**src/rtl/mem_bus_pkg.sv**
```systemverilog
// rtl/mem_bus_pkg.sv - shared types and constants for the fetch/data memory bus arbiter
package mem_bus_pkg;

  typedef enum logic [1:0] {
    IDLE,
    FETCH,
    DATA,
    RESP
  } arb_state_t;

  typedef enum logic {
    GNT_FETCH,
    GNT_DATA
  } grant_t;

  localparam logic [3:0] BE_WORD = 4'b1111;

endpackage

```
**src/rtl/rr_arb2.sv**
```systemverilog
// rtl/rr_arb2.sv - two-requester round-robin grant; last_grant state is held by the parent
module rr_arb2
  import mem_bus_pkg::*;
(
  input  logic   req_fetch,
  input  logic   req_data,
  input  grant_t last_grant,
  output grant_t grant
);

  // On a tie, serve whoever did not get the bus last time.
  always_comb begin
    grant = GNT_FETCH;
    if (req_fetch && req_data) begin
      grant = (last_grant == GNT_DATA) ? GNT_FETCH : GNT_DATA;
    end else if (req_data) begin
      grant = GNT_DATA;
    end
  end

endmodule

```
**src/rtl/mem_bus_arbiter.sv**
```systemverilog
// rtl/mem_bus_arbiter.sv - shares one Avalon-style memory bus between instruction fetch and data access
module mem_bus_arbiter
  import mem_bus_pkg::*;
#(
  parameter int ADDR_W = 32,
  parameter int DATA_W = 32
) (
  input  logic                  clk,
  input  logic                  reset,
  input  logic                  ifetch_req,
  input  logic [ADDR_W-1:0]     ifetch_addr,
  output logic                  ifetch_valid,
  output logic [DATA_W-1:0]     ifetch_rdata,
  input  logic                  dmem_req,
  input  logic                  dmem_write,
  input  logic [ADDR_W-1:0]     dmem_addr,
  input  logic [DATA_W/8-1:0]   dmem_byteenable,
  input  logic [DATA_W-1:0]     dmem_wdata,
  output logic                  dmem_done,
  output logic [DATA_W-1:0]     dmem_rdata,
  output logic [ADDR_W-1:0]     bus_address,
  output logic [DATA_W/8-1:0]   bus_byteenable,
  output logic [DATA_W-1:0]     bus_writedata,
  output logic                  bus_read,
  output logic                  bus_write,
  input  logic                  bus_waitrequest,
  input  logic [DATA_W-1:0]     bus_readdata,
  output logic                  stall
);

  localparam int BE_W = DATA_W / 8;
  localparam logic [BE_W-1:0] BE_ALL = (BE_W == 4) ? BE_W'(BE_WORD) : {BE_W{1'b1}};
  localparam logic [ADDR_W-1:0] ADDR_MASK = ~ADDR_W'(3);

  arb_state_t state_q, state_d;
  grant_t     last_grant_q;
  grant_t     grant;
  logic       grant_load;
  logic       complete;

  rr_arb2 u_rr_arb2 (
    .req_fetch  (ifetch_req),
    .req_data   (dmem_req),
    .last_grant (last_grant_q),
    .grant      (grant)
  );

  always_comb begin
    state_d    = state_q;
    grant_load = 1'b0;
    complete   = 1'b0;
    case (state_q)
      IDLE: begin
        if (ifetch_req || dmem_req) begin
          grant_load = 1'b1;
          state_d    = (grant == GNT_FETCH) ? FETCH : DATA;
        end
      end
      FETCH, DATA: begin
        if (!bus_waitrequest) begin
          complete = 1'b1;
          state_d  = RESP;
        end
      end
      RESP:    state_d = IDLE;
      default: state_d = IDLE;
    endcase
  end

  // Bus fields are captured at grant and held until completion, so the
  // core may change its request inputs without disturbing the transaction.
  always_ff @(posedge clk) begin
    if (reset) begin
      state_q        <= IDLE;
      last_grant_q   <= GNT_DATA;
      bus_address    <= '0;
      bus_byteenable <= '0;
      bus_writedata  <= '0;
      bus_read       <= 1'b0;
      bus_write      <= 1'b0;
      ifetch_valid   <= 1'b0;
      ifetch_rdata   <= '0;
      dmem_done      <= 1'b0;
      dmem_rdata     <= '0;
    end else begin
      state_q      <= state_d;
      ifetch_valid <= 1'b0;
      dmem_done    <= 1'b0;
      if (grant_load) begin
        if (grant == GNT_FETCH) begin
          bus_address    <= ifetch_addr & ADDR_MASK;
          bus_byteenable <= BE_ALL;
          bus_writedata  <= '0;
          bus_read       <= 1'b1;
          bus_write      <= 1'b0;
        end else begin
          bus_address    <= dmem_addr & ADDR_MASK;
          bus_byteenable <= dmem_byteenable;
          bus_writedata  <= dmem_wdata;
          bus_read       <= ~dmem_write;
          bus_write      <= dmem_write;
        end
      end
      if (complete) begin
        bus_read  <= 1'b0;
        bus_write <= 1'b0;
        if (state_q == FETCH) begin
          last_grant_q <= GNT_FETCH;
          ifetch_valid <= 1'b1;
          ifetch_rdata <= bus_readdata;
        end else begin
          last_grant_q <= GNT_DATA;
          dmem_done    <= 1'b1;
          if (bus_read) begin
            dmem_rdata <= bus_readdata;
          end
        end
      end
    end
  end

  assign stall = (ifetch_req | dmem_req) & (state_q != RESP);

endmodule

```
**config.mk**
```make
export PLATFORM = sky130hd
export DESIGN_NAME = mem_bus_arbiter
export DESIGN_NICKNAME = d
export VERILOG_FILES = /design/src/rtl/mem_bus_pkg.sv /design/src/rtl/rr_arb2.sv /design/src/rtl/mem_bus_arbiter.sv
export SDC_FILE = /design/constraint.sdc
export NUM_CORES = 1
export LEC_CHECK = 0
export CAP_MARGIN = 20
export CORE_MARGIN = 10
export CORE_UTILIZATION = 39
export DETAILED_ROUTE_END_ITERATION = 16
export GPL_ROUTABILITY_DRIVEN = 0
export PLACE_DENSITY = 0.81
export SLEW_MARGIN = 10
export SYNTH_ARGS = -nofsm -noshare
export SYNTH_HDL_FRONTEND = slang
export SYNTH_SLANG_ARGS = --single-unit
export TNS_END_PERCENT = 100
```
**constraint.sdc**
```tcl
create_clock -name clk -period 2.05 [get_ports clk]
set_input_delay 0.205 -clock clk [delete_from_list [all_inputs] [get_ports clk]]
set_output_delay 0.205 -clock clk [all_outputs]
set_load 0.05 [all_outputs]
```
# [Word-level counts from Yosys, hierarchy flattened]
# Cells that the tools add are included.
[totals] inputBits=138 memories=0 ff_bits=139 rom_bits=0 ramBits=0 latch_bits=0 output_inout_bits=137 wordCells=49
[op_classes] n_mul=0 n_lt_le_gt_ge=0 n_reduce_logical=9 n_eq_ne=6 div_mod_pow=0 addsub=0 shifts=0 bitwise=5 muxes=18
[ops] cell="32-bit 2-to-1 mux" n=2
[ops] cell="1-bit 2-to-1 mux" n=11
[ops] cell="2-bit 2-to-1 mux" n=3
[ops] cell="2-bit inequality test, second input constant" n=3
[ops] cell="2-bit case mux with 3 select lines" n=1
[ops] cell="2-bit OR reduction" n=3
[ops] cell="2-bit equality test, second input constant" n=2
[ops] cell="4-bit 2-to-1 mux" n=1
[ops] cell="2-bit AND reduction" n=2
[ops] cell="1-bit inverter" n=3
[ops] cell="3-bit AND reduction" n=1
[ops] cell="2-bit by 1-bit equality test with 1-bit output, second input constant" n=1
[ops] cell="2-bit zero test" n=1
[ops] cell="1-bit AND" n=1
[ops] cell="1-bit logical AND" n=1
[ops] cell="1-bit logical OR" n=1
[ops] cell="1-bit bitwise OR" n=1

# [Longest topological paths before layout]
# Gate-level depths: netlist of run 1.
[depth] ltp_word=5 mapped_depth=8

# [By module]
# A second synthesis of run 1 with hierarchy kept.
[unflattened] cells_unflattened=619 hier_area_um2=5382.7
[modules_own_cells] module="mem_bus_arbiter" cells_per_inst=618 instances=1 area_per_inst_um2=5371.4
[modules_own_cells] module="rr_arb2" cells_per_inst=1 instances=1 area_per_inst_um2=11.3

# [Worst setup path after synthesis of run 1]
# OpenSTA, ideal clock, no wires.
[synth_timing] path_type="flip-flop to flip-flop" startpoint="reg state_q[0]" endpoint="reg dmem_rdata[30]" path_slack_ps=388 n_path_buf=3 arrival_time_ps=1591 synth_period_minus_slack_ps=1662 stages_incl_launch_ff=9 setup_ps=70 required_time_ps=1980 path_cell_list="dfxtp_1 -> inv_1 -> ha_1 -> buf_2 -> nand4bb_1 -> clkbuf_1 -> clkbuf_1 -> nand2_1 -> a21oi_1"
[synth_via] elab_chain_cells=4 word_cells_on_any_way=6
[synth_lines] element="start: declaration" line_no="mem_bus_arbiter.sv:35" rtl="arb_state_t state_q, state_d;"
[synth_lines] element="start signal: assignment" line_no="mem_bus_arbiter.sv:86" rtl="state_q <= state_d;"
[synth_lines] element="2-bit by 1-bit equality test with 1-bit output / 2-bit equality test (equally long branches)" line_no="mem_bus_arbiter.sv:52, mem_bus_arbiter.sv:107"
[synth_lines] element="2-bit OR reduction" line_no="mem_bus_arbiter.sv:52" rtl="case (state_q)"
[synth_lines] element="1-bit 2-to-1 mux" line_no="mem_bus_arbiter.sv:52"
[synth_lines] element="3-bit AND reduction (no source line) *"
[synth_lines] element="end signal: assignment" line_no="mem_bus_arbiter.sv:115" rtl="dmem_rdata <= bus_readdata;"
[synth_lines] element="end: declaration" line_no="mem_bus_arbiter.sv:20" rtl="output logic [DATA_W-1:0] dmem_rdata,"
# Mark *: on every way between the ends. The rest lies on a longest branch, timed or not.
# A chain may end at the register's enable or synchronous reset.

# [Worst setup path after layout of run 1]
[layout_timing] startpoint="reg bus_read" endpoint="out bus_read"
[layout_rtl] element="start: declaration" line_no="mem_bus_arbiter.sv:24" rtl="output logic bus_read,"
[layout_rtl] element="start signal: assignment" line_no="mem_bus_arbiter.sv:100" rtl="bus_read <= ~dmem_write;"
# No word-level cell between the ends.

==> results of run 1 <==
-- layout by cell type, fill, tap and decap left out, types with 2 or more instances in the layout --
| cell type | Yosys | routed |
|---|---|---|
| buf_4 | 8 | 9 |
| dfxtp_1 | 137 | 137 |
| buf_12 | 0 | 7 |
| a22o_1 | 32 | 32 |
| nand2_1 | 161 | 161 |
| clkdlybuf4s50_1 | 0 | 266 |
| o221a_2 | 4 | 4 |
| nor2_1 | 7 | 7 |
| clkinv_2 | 0 | 5 |
| ha_1 | 5 | 5 |
| clkinvlp_4 | 0 | 2 |
| clkbuf_16 | 0 | 17 |
| o21ai_0 | 31 | 30 |
| a21oi_1 | 126 | 126 |
| inv_1 | 3 | 3 |
| conb_1 | 1 | 2 |
| clkbuf_1 | 26 | 2 |
| clkbuf_8 | 0 | 4 |
-- flip-flops by register name (all words and copies together), names as in the netlist --
register,flops
bus_write,1
bus_writedata,32
dmem_rdata,32
ifetch_rdata,32
bus_address,30
bus_byteenable,4
ifetch_valid,1
state_q,2
bus_read,1
last_grant_q,1
dmem_done,1
-- cell families after synthesis --
logic type                 Yosys count
muxes                                2
DFF                                137
and+or+nand+nor                    178
other                                1
buffers and inverters               52
adders and majority gates            5
AOI/OAI and AO/OA                  201
-- cell type report --
cell class | instances | area [sq um]
Clock inverter | 8 | 70.1
Sequential cell | 137 | 2740
Fill cell | 993 | 4140
Multi-Input combinational cell | 388 | 2010
Clock buffer | 23 | 488
Inverter | 3 | 11.3
Tap cell | 172 | 215
Timing Repair Buffer | 284 | 2890
-- path summary, 6_finish.rpt --
check	start	slack, ns	to	depth (start not counted)
setup / recovery	bus_read	0.19	bus_read	1
hold / removal	reset	0.32	bus_writedata[5]	3
setup reg to reg	state_q[0]	0.20	dmem_rdata[30]	6
hold reg to reg	ifetch_rdata[2]	0.46	ifetch_rdata[2]	2
-- what timing repair did --
action,4_1_cts,5_1_grt
resized for setup,0,1
hold buffers,0,0
setup endpoints to repair,0,2
-- where the power goes --
| part | switching [W] | leakage, nW | total, W | internal (W) |
|---|---|---|---|---|
| Sequential | 0.000266 | 1.12 | 0.00342 | 0.00315 |
| Combinational | 0.00283 | 1.74 | 0.00435 | 0.00152 |
| Clock | 0.00107 | 0.275 | 0.00285 | 0.00178 |
| Total | 0.00417 | 3.13 | 0.0106 | 0.00645 |
-- routing by layer --
layer / share of wire / vias up / track usage
met4: 0.023 / 0 / 0.0678
li1: - / 2468 / -
met1: 0.38 / 2398 / 0.208
met5: 0 / - / 0
met2: 0.52 / 219 / 0.351
met3: 0.074 / 33 / 0.0814
-- metrics by stage --
stage | worst slack [ns] | power, W
final | 0.194 | 0.0106
after global routing | 0.0317 | 0.0111
after CTS | 0.151 | 0.0107
after detailed placement | 0.173 | 0.00782
after global placement | -0.0742 | 0.00770
after floorplan | 0.388 | 0.00615
==> metrics.txt, run 1 <==
Crit. End Element output port; mux cell area share after synthesis 0.00428; max_cap viols 0; YS warnings 0; Root Driver clkbuf_16; Area contributors post-synth dfxtp_1 55%, a21oi_1 13%, nand2_1 12%, a22o_1 5.6%, o21ai_0 3.1%; Peak VDD IR 0.916 mV; ANT cells 0; remaining antenna violation count 0; worst path cell trace clkdlybuf4s50_1; Synth Register Bits 137; Yosys top cell area share 0.552; Hold WS 0.324 ns; CP peak stage delay 0.86 ns; setup violators final 0; final hold vios 0; worst skew pair latency 0.41 ns; Layout Utilization 0.671; async set or reset register ratio after synthesis 0; EDFF count, synth 0; outcome finished clean; fmax 539 MHz; num ports 275; XOR/XNOR Fraction of Synth Area 0; Reg clk slew, reported paths 0.06 ns; DIE AREA 17700 sq um; top-count cell post-synth nand2_1; Synth Instances 576; Bufs and invs on worst path 1; Synth top cells by count 161 x nand2_1, 137 x dfxtp_1, 126 x a21oi_1; die span in x 133 um; Hold Path Class primary input to flip-flop; area leader, netlist dfxtp_1; fin crit period 1.86 ns; Critical Path RT 1.85 ns; Num CTS Buffers 17; Core Box Area 12600 sq um; RSZ-0062 raised after global routing no; simple-gate share of the synthesized area 0.142; number of antenna violations at the first check in global routing 0; Slew Limit Fails 0; startpoint types flip-flop; Clock Tree Buf Depth 2; Final Cycle Share 0.905; largest net degree at the start of global routing 70; clock skew 0.00684 ns; Die H 133 um; DRT iter0 DRCs 361; HPWL after detailed placement 13700 um; CTS tree built; main combinational cell family by area after synthesis compound AO/OA/AOI/OAI gates; Fin Setup TNS 0 ns; Post-Route WL 18200 um; sequential area share after synthesis 0.552; share of cells above drive strength 1 0.0676; Total GRT Usage 0.199; synth unique cells 34; starting density of the core 0.395; Final Non-Filler Cells 1015; final net count 974; total clock sinks 137; Worst EP arrival 1.65 ns; first-pass GRT wire length 28400 um; Vias 5118; Finished Cell Area 8430 sq um; CP max FO 4; port bufs 268; Slowest cell on crit path clkdlybuf4s50_1; Site Rows 41; kind of critical path flip-flop to output port; crit-path leading delay family buffers and inverters; worst-margin pin slew 0.708 ns; Slew Limit Headroom 0.528; predominant post-synthesis flop cell dfxtp_1; drt pass-1 iters 6; LEAKAGE 3.13 nW; synthesized area per cell 8.63 sq um; dpl cell area 7870 sq um; wire per inst 18.0 um; Placed Instances 984; Cell Area, Synth 4970 sq um; post-detailed-route DRC marker count 0; post-synthesis compound-gate area fraction 0.239; Syn-to-layout area delta 69.6%; vias in the first global route 5250; grt ovf 0; H-tree levels 4; Post-CTS Setup Bufs 0; Power per Cell Area 1260 nW/um^2; Synth Area in Adders 0.0126; via-per-instance ratio 5.04
Note: power is estimated with default switching activity, not from simulation.
==> inputs of run 2 (changes only) <==
Settings changed: CORE_UTILIZATION 39 to 40, DONT_BUFFER_PORTS from default to 1, PLACE_DENSITY 0.81 to default.
==> metrics.txt, run 2 (same netlist as run 1, synthesis figures left out) <==
Crit Reg-Reg Startpoint state_q[0]; Crit. End Element flip-flop; port bufs 0; HPWL after detailed placement 11300 um; share of cells above drive strength 1 0.0742; Total GRT Usage 0.196; Worst Setup SP state_q[0]; kind of critical path flip-flop to flip-flop; FF-to-FF setup slack 0.20 ns; post-detailed-route DRC marker count 0; Hold WS 0.0185 ns; PnR worst setup slack 0.199 ns; Clock Tree Buf Depth 2; commonest non-fill, non-tap cell in the layout nand2_1; drt pass-1 iters 5; startpoint types flip-flop; outcome finished clean; Finished Cell Area 6980 sq um; die span in x 131 um; starting density of the core 0.410; Num CTS Buffers 17; reg2reg path depth 6; DIE AREA 17300 sq um; most frequent cells in the layout 161 x nand2_1, 137 x dfxtp_1, 129 x dlygate4sd3_1, 126 x a21oi_1, 32 x a22o_1; wire per inst 20.1 um; largest net degree at the start of global routing 68; H-tree levels 4; Final Cycle Share 0.903; remaining antenna violation count 0; final net count 833; dpl ws -0.0230 ns; RSZ-0062 raised after global routing no; clock skew 0.00467 ns; Reg clk slew, reported paths 0.05 ns; total clock sinks 137; worst-margin pin slew 0.715 ns; Critical Path Sink dmem_rdata[11]; Post-Route WL 17600 um; fin crit period 1.85 ns; Die H 131 um; Peak VDD IR 0.754 mV; num ports 275; Top Registers bus_writedata: 32 flops, dmem_rdata: 32 flops, ifetch_rdata: 32 flops; grt ovf 0; via-per-instance ratio 5.39; Slew Limit Headroom 0.522; final hold vios 0; Site Rows 40; RR Endpoint dmem_rdata[11]; Core Box Area 12100 sq um; Hold Path Class primary input to flip-flop; Power per Cell Area 1370 nW/um^2; CTS tree built; Fin Setup TNS 0 ns; Worst EP arrival 2.19 ns; Vias 4705; Syn-to-layout area delta 40.5%; Root Driver clkbuf_16; LEAKAGE 2.64 nW; CP max FO 32; setup violators final 0; dpl cell area 5120 sq um; Hold Crit Start reset; Slew Limit Fails 0; worst skew pair latency 0.41 ns; Critical Path RT 2.39 ns; first-pass GRT wire length 27600 um; fmax 540 MHz; DRT iter0 DRCs 443; max_cap viols 0; vias in the first global route 4679; number of antenna violations at the first check in global routing 3
==> run 2: changes by cell type in the layout (fill, tap and decap cells not counted), sizes merged <==
cell,before,now
buf,18,14
clkinv,5,6
dlygate4sd3,0,129
clkdlybuf4s50,266,0
bufinv,1,0
diode,0,4
clkbuf,23,22
==> run 2: per-stage QoR <==
step | power (W) | utilization | cells
2_1_floorplan | 0.00615 | - | 577
3_3_place_gp | 0.00656 | 0.422 | 708
3_5_place_dp | 0.00664 | 0.423 | 709
4_1_cts | 0.00961 | 0.576 | 869
5_1_grt | 0.0100 | 0.576 | 873
6_report | 0.00956 | 0.576 | 873
==> run 2: per-layer routing <==
metal  track usage  up-vias  part of all wire  wire, um
li1              -     2197                 -         -
met1         0.214     2182              0.37      6470
met2         0.317      287              0.49      8620
met3        0.0957       39              0.12      2050
met4        0.0841        0             0.024       427
met5             0        -                 0         0
==> run 2: final cells by class <==
class                   instances  area (sq um)
repair buffers                143          1470
clock inverters                 8          48.8
well taps                     168           210
diodes                          4          10.0
fillers                      1000          5130
multi-input cells             388          2010
inverters                       3          11.3
flip-flops and latches        137          2740
clock buffers                  22           474
==> run 2: worst min path at each step <==
stage                                 to  slack (ns)  depth (start not counted)
final                       last_grant_q        0.02                          2
after global routing        last_grant_q        0.03                          2
after CTS                   last_grant_q       0.002                          2
after detailed placement  dmem_rdata[26]        0.29                          1
after global placement    dmem_rdata[26]        0.29                          1
after floorplan                 bus_read        0.32                          1
==> run 2: where the power goes <==
| part | switching [W] | internal [W] | leakage (nW) |
|---|---|---|---|
| registers | 0.00196 | 0.00315 | 1.12 |
| clock network | 0.00107 | 0.00162 | 0.257 |
| logic | 0.00102 | 0.000737 | 1.27 |
| total | 0.00406 | 0.00550 | 2.64 |
==> run 2: timing repair <==
| action | 4_1_cts | 5_1_grt |
|---|---|---|
| endpoints found under the setup margin | 32 | 0 |
| hold buffers | 130 | 0 |
| endpoints found under the hold margin | 135 | 0 |
| gates resized for setup | 1 | 0 |
| buffers inserted | 0 | 0 |
==> run 2: critical path, cell delays in order, from the launching register on <==
cell	delay, ns
dfxtp_1	0.39
inv_1	0.10
ha_1	0.43
nor4bb_4	0.38
buf_12	0.24
nand2_1	0.09
a21oi_1	0.14
==> inputs of run 3 (changes only) <==
Settings changed: SETUP_SLACK_MARGIN from default to 0.5.
Clock period 2.05 ns to 2.1 ns, I/O delays scaled along.
==> metrics.txt, run 3 (same netlist as run 1, synthesis figures left out) <==
remaining antenna violation count 0; largest net degree at the start of global routing 68; die span in x 131 um; H-tree levels 4; wire per inst 21.2 um; RSZ-0062 raised after global routing yes; share of cells above drive strength 1 0.130; starting density of the core 0.410; clock skew 0.00846 ns; Power per Cell Area 1390 nW/um^2; CTS tree built; Core Box Area 12100 sq um; Reg clk slew, reported paths 0.06 ns; kind of critical path flip-flop to flip-flop; hold path cells 2; Critical Path RT 2.44 ns; most frequent cells in the layout 149 x nand2_1, 135 x dfxtp_1, 118 x dlygate4sd3_1, 114 x a21oi_1, 32 x a22o_1; Layout Utilization 0.595; Root Driver clkbuf_16; commonest non-fill, non-tap cell in the layout nand2_1; Slew Limit Headroom 0.593; num ports 275; worst skew pair latency 0.41 ns; startpoint types flip-flop; via-per-instance ratio 5.51; Worst EP arrival 1.93 ns; Slew Limit Fails 0; Top Registers bus_writedata: 32 flops, dmem_rdata: 32 flops, ifetch_rdata: 32 flops; Peak VDD IR 0.899 mV; dpl cell area 5100 sq um; Final Cycle Share 0.758; fmax 628 MHz; final net count 830; Clock Tree Buf Depth 2; setup violators final 0; final hold vios 0; reg2reg path depth 7; Total GRT Usage 0.198; HPWL after detailed placement 11100 um; Vias 4807; Die H 131 um; Hold Path Class primary input to flip-flop; DIE AREA 17300 sq um; Num CTS Buffers 17; Final Total Pwr 0.00999 W; DRT iter0 DRCs 317; Site Rows 40; Finished Cell Area 7210 sq um; first-pass GRT wire length 27700 um; LEAKAGE 2.73 nW; worst-margin pin slew 0.611 ns; max_cap viols 0; post-detailed-route DRC marker count 0; Crit. End Element flip-flop; number of antenna violations at the first check in global routing 5; CP max FO 8; Syn-to-layout area delta 45.2%; Final Non-Filler Cells 873; Placed Instances 707; outcome finished clean; # fillers 1006; port bufs 0; vias in the first global route 4770; fin crit period 1.59 ns; drt pass-1 iters 5; total clock sinks 137; Post-Route WL 18500 um; grt ovf 0
==> run 3: power by group <==
| part | switching (W) | internal [W] |
|---|---|---|
| combinational | 0.00111 | 0.000841 |
| clock | 0.00108 | 0.00196 |
| sequential | 0.00192 | 0.00308 |
| total | 0.00411 | 0.00588 |
==> run 3: cell type report <==
type,instances,area [sq um],share of cell area
Antenna cell,5,12.5,0.00173
Clock buffer,25,485,0.0673
Clock inverter,7,115,0.0160
Inverter,3,16.3,0.00226
Multi-Input combinational cell,389,2140,0.296
Sequential cell,137,2750,0.381
Tap cell,168,210,0.0291
Timing Repair Buffer,139,1490,0.206
==> run 3: timing repair <==
item | CTS | global route
gates cloned | 2 | 3
endpoints found under the setup margin | 98 | 120
pin swaps | 2 | 12
gates resized for setup | 12 | 37
setup buffers | 2 | 3
hold endpoints to repair | 135 | 0
hold buffers | 119 | 0
==> run 3: path summary, 6_finish.rpt <==
path | slack [ns] | end | start
worst max-delay path | 0.51 | ifetch_rdata[2] | state_q[1]
worst max register to register | 0.51 | ifetch_rdata[2] | state_q[1]
worst min register to register | 0.54 | last_grant_q | last_grant_q
worst min-delay path | 0.02 | bus_address[3] | dmem_addr[3]
==> run 3: per-stage QoR <==
stage                     hold WS (ns)  TNS (ns)  worst slack, ns
after floorplan                  0.324         0            0.520
after global placement           0.297         0           0.0971
after detailed placement         0.313    -0.913          -0.0460
after CTS                      0.00185         0            0.505
after global routing           0.00470         0            0.420
final                           0.0160         0            0.508
==> run 3: routing by layer <==
layer	track usage	wire, um	vias to the layer above	part of all wire
li1	-	-	2198	-
met1	0.197	6410	2279	0.35
met2	0.340	9540	285	0.52
met3	0.0972	2060	45	0.11
met4	0.0884	476	0	0.026
met5	0	0	-	0
==> run 3: critical path: stages, from the launching register on <==
cell and delay, ns:
dfxtp_2 0.36, inv_4 0.06, ha_4 0.28, buf_6 0.12
and3b_2 0.31, clkbuf_16 0.22, nand2_4 0.05, a21oi_2 0.13
